<file path="config.mk">
export PLATFORM = sky130hd
export DESIGN_NAME = obi_rr_arbiter
export DESIGN_NICKNAME = d
export VERILOG_FILES = /design/src/rtl/obi_pkg.sv /design/src/rtl/rr_arbiter.sv /design/src/rtl/obi_rr_arbiter.sv
export SDC_FILE = /design/constraint.sdc
export NUM_CORES = 1
export LEC_CHECK = 0
export ABC_AREA = 0
export ABC_CLOCK_PERIOD_IN_PS = 3300
export BUFFER_PORTS_ARGS = -buffer_cell sky130_fd_sc_hd__buf_4
export CAP_MARGIN = 40
export CORE_AREA = 3 3 163 165
export CTS_CLUSTER_SIZE = 40
export DETAILED_ROUTE_END_ITERATION = 10
export DIE_AREA = 0 0 166 168
export SYNTH_ARGS = -nofsm -noshare
export SYNTH_HDL_FRONTEND = slang
export SYNTH_SLANG_ARGS = --single-unit
</file>
<file path="constraint.sdc">
create_clock -name clk_i -period 3.3 [get_ports clk_i]
set_input_delay 0.66 -clock clk_i [delete_from_list [all_inputs] [get_ports clk_i]]
set_output_delay 0.66 -clock clk_i [all_outputs]
set_load 0.01 [all_outputs]
</file>
<file path="src/rtl/obi_pkg.sv">
// Shared OBI definitions for the round-robin arbiter slice.
// Contents:
//   obi_req_t - address-phase fields {addr, we, be, wdata} at default widths
//   obi_rsp_t - response-phase fields {rvalid, rdata} at default widths
//   id_w()    - width of a requester index (ID_W), never less than 1 bit
package obi_pkg;

    localparam int unsigned OBI_ADDR_W = 32;
    localparam int unsigned OBI_DATA_W = 32;

    typedef struct packed {
        logic [OBI_ADDR_W-1:0]   addr;
        logic                    we;
        logic [OBI_DATA_W/8-1:0] be;
        logic [OBI_DATA_W-1:0]   wdata;
    } obi_req_t;

    typedef struct packed {
        logic                  rvalid;
        logic [OBI_DATA_W-1:0] rdata;
    } obi_rsp_t;

    // ID_W helper: $clog2 collapses to 0 for a single entry, which is not a legal width.
    function automatic int unsigned id_w(input int unsigned n);
        return (n > 1) ? $clog2(n) : 1;
    endfunction

endpackage

</file>
<file path="src/rtl/rr_arbiter.sv">
// Combinational round-robin picker.
// Selects the first asserted request at or after i_ptr, wrapping NUM_REQ-1 -> 0.
// Ports:
//   i_req   [NUM_REQ]  request vector
//   i_ptr   [ID_W]     highest-priority index this cycle
//   o_gnt   [NUM_REQ]  one-hot winner (all zero when no request)
//   o_idx   [ID_W]     binary index of the winner
//   o_valid            any request present
module rr_arbiter
    import obi_pkg::*;
#(
    parameter int unsigned NUM_REQ = 3,
    localparam int unsigned ID_W   = id_w(NUM_REQ)
) (
    input  logic [NUM_REQ-1:0] i_req,
    input  logic [ID_W-1:0]    i_ptr,
    output logic [NUM_REQ-1:0] o_gnt,
    output logic [ID_W-1:0]    o_idx,
    output logic               o_valid
);

    logic [ID_W-1:0] w_cand;

    always_comb begin
        o_gnt   = '0;
        o_idx   = '0;
        o_valid = 1'b0;
        w_cand  = '0;
        for (int unsigned k = 0; k < NUM_REQ; k++) begin
            w_cand = ID_W'((32'(i_ptr) + k) % NUM_REQ);
            if (!o_valid && i_req[w_cand]) begin
                o_valid       = 1'b1;
                o_idx         = w_cand;
                o_gnt[w_cand] = 1'b1;
            end
        end
    end

endmodule

</file>
<file path="src/rtl/obi_rr_arbiter.sv">
// N-requester to 1-target OBI arbiter.
// Round-robin address-phase arbitration with address locking while the target
// stalls, and in-order response routing through an ID FIFO of outstanding
// transactions.
// Ports:
//   clk_i, rst_i                       clock, async active-high reset
//   req_i/gnt_o                        per-requester address handshake
//   addr_i/we_i/be_i/wdata_i           per-requester address-phase fields
//   rvalid_o/rdata_o                   per-requester response
//   shr_req_o/shr_gnt_i                shared target address handshake
//   shr_addr_o/we_o/be_o/wdata_o       shared target address-phase fields
//   shr_rvalid_i/shr_rdata_i           shared target response
//   err_o                              one-cycle pulse on protocol violation
module obi_rr_arbiter
    import obi_pkg::*;
#(
    parameter int unsigned NUM_REQ         = 3,
    parameter int unsigned MAX_OUTSTANDING = 2,
    parameter int unsigned ADDR_W          = 32,
    parameter int unsigned DATA_W          = 32
) (
    input  logic                              clk_i,
    input  logic                              rst_i,
    input  logic [NUM_REQ-1:0]                req_i,
    output logic [NUM_REQ-1:0]                gnt_o,
    input  logic [NUM_REQ-1:0][ADDR_W-1:0]    addr_i,
    input  logic [NUM_REQ-1:0]                we_i,
    input  logic [NUM_REQ-1:0][DATA_W/8-1:0]  be_i,
    input  logic [NUM_REQ-1:0][DATA_W-1:0]    wdata_i,
    output logic [NUM_REQ-1:0]                rvalid_o,
    output logic [NUM_REQ-1:0][DATA_W-1:0]    rdata_o,
    output logic                              shr_req_o,
    input  logic                              shr_gnt_i,
    output logic [ADDR_W-1:0]                 shr_addr_o,
    output logic                              shr_we_o,
    output logic [DATA_W/8-1:0]               shr_be_o,
    output logic [DATA_W-1:0]                 shr_wdata_o,
    input  logic                              shr_rvalid_i,
    input  logic [DATA_W-1:0]                 shr_rdata_i,
    output logic                              err_o
);

    localparam int unsigned ID_W  = id_w(NUM_REQ);
    localparam int unsigned CNT_W = $clog2(MAX_OUTSTANDING + 1);
    localparam int unsigned PTR_W = id_w(MAX_OUTSTANDING);

    // State
    logic [ID_W-1:0]  r_rr_ptr;
    logic             r_lock;
    logic [ID_W-1:0]  r_lock_id;
    logic [CNT_W-1:0] r_count;
    logic [ID_W-1:0]  r_fifo [MAX_OUTSTANDING];
    logic [PTR_W-1:0] r_wr_ptr;
    logic [PTR_W-1:0] r_rd_ptr;
    logic             r_err;

    // Arbitration
    logic [NUM_REQ-1:0] w_arb_gnt;
    logic [ID_W-1:0]    w_arb_idx;
    logic               w_arb_valid;
    logic               w_locked;
    logic               w_lock_drop;
    logic [ID_W-1:0]    w_sel;
    logic [NUM_REQ-1:0] w_sel_oh;
    logic               w_full;
    logic               w_empty;
    logic               w_shr_req;
    logic               w_hs;
    logic               w_pop;
    logic               w_spurious;
    logic [ID_W-1:0]    w_head;

    rr_arbiter #(
        .NUM_REQ (NUM_REQ)
    ) u_rr_arbiter (
        .i_req   (req_i),
        .i_ptr   (r_rr_ptr),
        .o_gnt   (w_arb_gnt),
        .o_idx   (w_arb_idx),
        .o_valid (w_arb_valid)
    );

    // A locked requester that withdrew its request loses the lock this cycle.
    assign w_lock_drop = r_lock & ~req_i[r_lock_id];
    assign w_locked    = r_lock & req_i[r_lock_id];

    assign w_sel    = w_locked ? r_lock_id : w_arb_idx;
    assign w_sel_oh = w_locked ? (NUM_REQ'(1) << r_lock_id) : w_arb_gnt;

    assign w_full  = (r_count == CNT_W'(MAX_OUTSTANDING));
    assign w_empty = (r_count == '0);

    // Full blocks the request even if a pop happens this cycle: keeps rvalid off the req path.
    assign w_shr_req = ~rst_i & w_arb_valid & ~w_full;
    assign w_hs      = w_shr_req & shr_gnt_i;

    assign w_head     = r_fifo[r_rd_ptr];
    assign w_pop      = ~rst_i & shr_rvalid_i & ~w_empty;
    assign w_spurious = shr_rvalid_i & w_empty;

    // Outputs
    assign shr_req_o   = w_shr_req;
    assign shr_addr_o  = w_shr_req ? addr_i[w_sel]  : '0;
    assign shr_we_o    = w_shr_req ? we_i[w_sel]    : 1'b0;
    assign shr_be_o    = w_shr_req ? be_i[w_sel]    : '0;
    assign shr_wdata_o = w_shr_req ? wdata_i[w_sel] : '0;

    assign gnt_o    = w_hs ? w_sel_oh : '0;
    assign rvalid_o = w_pop ? (NUM_REQ'(1) << w_head) : '0;
    assign rdata_o  = {NUM_REQ{shr_rdata_i}};
    assign err_o    = r_err;

    // Round-robin pointer and address lock
    always_ff @(posedge clk_i or posedge rst_i) begin
        if (rst_i) begin
            r_rr_ptr  <= '0;
            r_lock    <= 1'b0;
            r_lock_id <= '0;
        end else begin
            if (w_hs) begin
                r_rr_ptr <= (w_sel == ID_W'(NUM_REQ - 1)) ? '0 : w_sel + ID_W'(1);
                r_lock   <= 1'b0;
            end else if (w_shr_req) begin
                // Target stalled: freeze the selection until it grants.
                r_lock    <= 1'b1;
                r_lock_id <= w_sel;
            end else if (w_lock_drop) begin
                r_lock <= 1'b0;
            end
        end
    end

    // ID FIFO of outstanding transactions
    always_ff @(posedge clk_i or posedge rst_i) begin
        if (rst_i) begin
            for (int unsigned i = 0; i < MAX_OUTSTANDING; i++) begin
                r_fifo[i] <= '0;
            end
            r_wr_ptr <= '0;
            r_rd_ptr <= '0;
            r_count  <= '0;
        end else begin
            if (w_hs) begin
                r_fifo[r_wr_ptr] <= w_sel;
                r_wr_ptr <= (r_wr_ptr == PTR_W'(MAX_OUTSTANDING - 1)) ? '0
                                                                       : r_wr_ptr + PTR_W'(1);
            end
            if (w_pop) begin
                r_rd_ptr <= (r_rd_ptr == PTR_W'(MAX_OUTSTANDING - 1)) ? '0
                                                                       : r_rd_ptr + PTR_W'(1);
            end
            case ({w_hs, w_pop})
                2'b10:   r_count <= r_count + CNT_W'(1);
                2'b01:   r_count <= r_count - CNT_W'(1);
                default: r_count <= r_count;
            endcase
        end
    end

    // Protocol error pulse
    always_ff @(posedge clk_i or posedge rst_i) begin
        if (rst_i) begin
            r_err <= 1'b0;
        end else begin
            r_err <= w_spurious | w_lock_drop;
        end
    end

endmodule
</file>
After elaboration in Yosys (flattened, before gate mapping) --
Cells that the tools add are included. Widths: inputs -> output; s select.
Cells by class: add/subtract/negate cells 7, divide/modulo/power cells 3, magnitude comparators 11, eq/ne operators 4, shifts and indexed selects 2, multiplexer cells 52, bitwise operators 18, reductions and logical operators 12
Operators by type and width (count):
- $bmux 32 s2 | 2
- $mux 32 | 4
- $mod 32x2->32 const B | 2
- $mod 2x2->32 const B | 1
- $mux 2 | 9
- $mux 3 | 6
- $mux 1 | 17
- $lt 2x3->1 const B | 5
- $bmux 1 s2 | 5
- $and 1x1->1 | 8
- $bmux 4 s2 | 1
- $mux 4 | 2
- $demux 1 s2 | 3
- $eq 2x2->1 const B | 3
- $ge 2x1->1 const B | 3
- $logic_and 1x1->1 | 6
- $or 3x3->3 | 2
- $shl 1x2->3 const A | 2
- $not 1->1 | 5
- $add 2x1->2 const B | 2
- $bwmux 4 | 1
- $ge 2x2->1 const B | 2
- $not 1->2 | 2
- $pmux 2 s2 | 1
- other kinds (13) | 15
Storage, ports and cells: flip-flop bits (word level) 14, output and inout bits 173, word-level logic and storage cells 118

Depth between registers and ports, before layout --
depth in word-level cells 15, mapped depth 12

Hierarchy --
Synthesis repeated with hierarchy kept, for this count alone.
Unflattened totals: cell total of the unflattened synthesis 394, area total of the unflattened synthesis 3375.7 um2
By module, submodules not included:
- obi_rr_arbiter | instances 1, cells an instance 341, area each 3027.9 um2, sequential area each 350.3 um2
- rr_arbiter | instances 1, cells an instance 53, area each 347.8 um2, sequential area each 0.0 um2

Least setup slack after synthesis --
No wires, ideal clock.
path kind register to output, from register r_rr_ptr[0], to output port shr_addr_o[0], arrival time 2.372 ns, required time 2.640 ns, slack 0.268 ns, stages on the path, launching flop included 10, buffers on the path 2, cell sequence dfrtp_1 inv_1 ha_1 buf_2 nor2b_1 o21a_1 o41ai_4 buf_6 o211ai_1 a21oi_1
Between the ends: longest elaborated chain between the ends 14
Ends and longest elaborated chain:
- start, declared | RTL line obi_rr_arbiter.sv:48 | logic [ID_W-1:0] r_rr_ptr;
- start signal, assigned | RTL line obi_rr_arbiter.sv:121 | r_rr_ptr <= (w_sel == ID_W'(NUM_REQ - 1)) ? '0 : w_sel + ID_W'(1);
- parallel branches: the longest is 13 deep, another holds $mod 32x2->32
- $mux 32 (*) | RTL line obi_rr_arbiter.sv:103 | assign shr_addr_o = w_shr_req ? addr_i[w_sel] : '0;
- end, declared | RTL line obi_rr_arbiter.sv:34 | output logic [ADDR_W-1:0] shr_addr_o,
Every way passes the cells marked *. The select of a mux whose other input is x is not followed.

Worst setup path after layout --
from register r_rr_ptr[0], to output port shr_addr_o[24]
Same word-level chain as after synthesis.

==> metrics.md <==
| Metric | Value |
|---|---|
| Status | `completed` |
| Clock tree sinks | `14` |
| Initial Utilization | `0.145` |
| Final setup vio count | `0` |
| Share of layout cells above drive strength 1 | `0.545` |
| Num rows | `between 50 and 60` |
| Final period utilization | `0.997` |
| CTS Hold Bufs | `0` |
| Root buffer cell | `clkbuf_16` |
| Clk pin slew, worst setup/hold paths | `approximately 50 ps` |
| Total wire length | `18,600 um` |
| Top cells by area, synth | `buf_4 (20%), a32oi_1 (17%), o211ai_1 (15%), a21oi_1 (9.9%), dfrtp_1 (9.6%)` |
| First-pass GRT wire length | `26,400 um` |
| Total Routing Usage GR | `0.115` |
| FF+latch area | `roughly 350 um^2` |
| Slew @ Worst Pin | `682 ps` |
| I/O pin count | `roughly 420` |
| TritonRoute pass-1 iters | `6` |
| Chip Width | `roughly 170 um` |
| Via Count | `4,658` |
| Via-to-Cell Ratio | `around 4.7` |
| Avg WL per Cell | `approximately 19 um` |
| Synth-to-Final Area Change | `59.8%` |
| Cells after synthesis | `484` |
| Post-Syn Area | `3640 um^2` |
| Synth top area share | `0.200` |
| CP startpoint kind | `flop` |
| Remaining DRCs | `0` |
| Total gr overflow | `0` |
| Final Util | `0.231` |
| Seq/Total Area, Yosys | `0.0962` |
| Worst-case clock buffer depth | `2` |
| Hold Path Class | `in -> async` |
| Dpl hpwl | `14,200 um` |
| Synth cell types | `just under 50` |
| Placer Congestion | `0.787` |
| Total power draw | `~5.0 mW` |
| Internal power | `between 2 and 2.5 mW` |
| Core area | `approximately 25,000 um^2` |
| Skew final | `~2 ps` |
| Max VDD drop | `0.000568 V` |
| Achievable Freq | `304 MHz` |
| Synth Register Bits | `14` |
| Initial antenna violation count | `0` |
| Largest net degree at the start of global routing | `75` |
| Ys Warns | `0` |
| Crit end category | `output port` |
| Vias in the first global route | `approximately 4,600` |
| Ant diodes | `0` |
| Fin. Hold Viols | `0` |
| Clock group share of total power | `0.051` |
| Net Sw Frac | `0.509` |
| CP max FO | `74` |
| Kind of critical path | `reg -> out` |
| Layout Nets | `907` |
| Area leader, netlist | `buf_4` |
| Filler cells | `2,786` |
| Die Area | `~28,000 um^2` |
| Sequential share of power | `0.067` |
| CP required | `2640 ps` |
| Slew Viols, Final | `0` |
| Post-Syn Nets | `735` |
| Initial DRC count | `273` |
| Post-synth top flop | `dfrtp_1` |
| Max Cap Viol | `0` |
| Power per cell area | `863 nW/um^2` |
| Net switching power | `approximately 2.6 mW` |
| Total Neg Setup Slack | `0 ps` |
| Combinational power share | `0.882` |
| Ys async rst share | `1.00` |
| RSZ-0062 raised after global routing | `true` |
| CTS tree | `done` |
| TritonCTS buffer count | `3` |
| IO Port Bufs | `290` |
| ANT nets after route | `0` |
| Worst-skew pair later-pin latency | `240 ps` |
| H-tree depth | `1` |
| Pleak | `2.46 nW` |
| Multi-input logic area | `2290 um^2` |
| Crit path DAT | `2630 ps` |
| Syn Area/Cell | `7.53 um^2` |
| Fin crit period | `3290 ps` |
| Die Y | `168 um` |
| Number of flops mapped to enable cells by yosys | `0` |
| Slew HR | `0.546` |
path summary, 6_finish.rpt:
path | cells past startpoint | slack, ps | startpoint | to
setup reg to reg | 8 | 570 | r_rr_ptr[0] | r_fifo[3]
max in group asynchronous | 3 | 2660 | rst_i | r_fifo[0]
hold reg to reg | 1 | 490 | r_count[1] | r_count[1]
setup / recovery | 8 | 9 | r_rr_ptr[0] | shr_addr_o[24]
hold / removal | 3 | 460 | rst_i | r_count[1]
min in group clk_i | 1 | 490 | r_count[1] | r_count[1]
synth_stat cells, types with 5 or more instances:
cell type and number:
a21oi_1 72, a32oi_1 70, buf_2 20, buf_4 97, buf_6 9, clkbuf_1 24
clkbuf_4 6, dfrtp_1 14, ha_1 5, inv_1 10, nand2_1 11, nor2_1 14
nor2b_1 5, o211ai_1 71, o21ai_0 5
critical path: stages, from the launching register on:
cell	delay (ps)
dfrtp_1	390
inv_2	90
ha_4	230
buf_4	150
maj3_1	330
a211o_2	370
buf_6	230
a21oi_1	290
buf_4	160
power by group through the flow:
stage	clock [mW]	combinational (mW)	sequential [mW]
after detailed placement	0	4.01	0.335
after global placement	0	4.01	0.331
after global routing	0.266	4.77	0.348
after CTS	0.258	4.07	0.335
after floorplan	0	2.57	0.306
final	0.256	4.43	0.337
cells by family after synthesis:
kind of cell             count (synthesis)  synth area share
adder cells (fa/ha/maj)                  6            0.0199
multiplexers                             8            0.0268
flip-flops                              14            0.0962
AND/OR/NAND/NOR                         49            0.0714
AO/OA/AOI/OAI                          236             0.471
buffers and inverters                  166             0.303
XOR/XNOR                                 5            0.0120
state kept, by name, indices dropped and copies added, names as in the netlist:
name and flops:
r_fifo 4, r_rd_ptr 1, r_wr_ptr 1, r_rr_ptr 2, r_count 2, r_lock_id 2, err_o 1, r_lock 1
final cells by class:
class | count | share of cell area
Multi-Input combinational cell | 304 | 0.393
Timing Repair Buffer | 323 | 0.454
Sequential cell | 14 | 0.0602
Tap cell | 330 | 0.0709
Clock buffer | 4 | 0.0153
Inverter | 10 | 0.00645
cells in the final DEF (no fill, tap or decap), types with 3 or more instances in the layout:
cell,count
mux2_2,4
dfrtp_1,14
nor2b_1,4
mux2i_1,3
nand2_1,10
nor2_1,13
buf_12,12
a32oi_1,70
xnor2_1,4
ha_1,3
inv_1,9
o21ai_0,5
buf_6,4
o211ai_1,71
clkbuf_16,6
a21oi_1,70
buf_4,304
routing by layer:
layer | routed length, um | share of wire | global-route usage
met1 | 7800 | 0.42 | 0.152
met5 | 0 | 0 | 0
met2 | 8840 | 0.47 | 0.190
met3 | 1550 | 0.083 | 0.0291
met4 | 442 | 0.024 | 0.0271
per-stage QoR:
stage	area [um^2]	hold WS (ps)	worst slack [ps]	cells
2_1_floorplan	3640	456	268	484
3_3_place_gp	5490	476	107	971
3_5_place_dp	5490	485	62.2	971
4_1_cts	5610	472	-0.178	975
5_1_grt	5820	496	-58.7	985
6_report	5820	464	9.02	985
timing repair:
item / 4_1_cts / 5_1_grt
setup endpoints to repair: 72 / 66
cloned: 0 / 4
resized for setup: 7 / 18
pin swaps: 0 / 18
buffers inserted: 0 / 6
(Power assumes the default switching activity.)
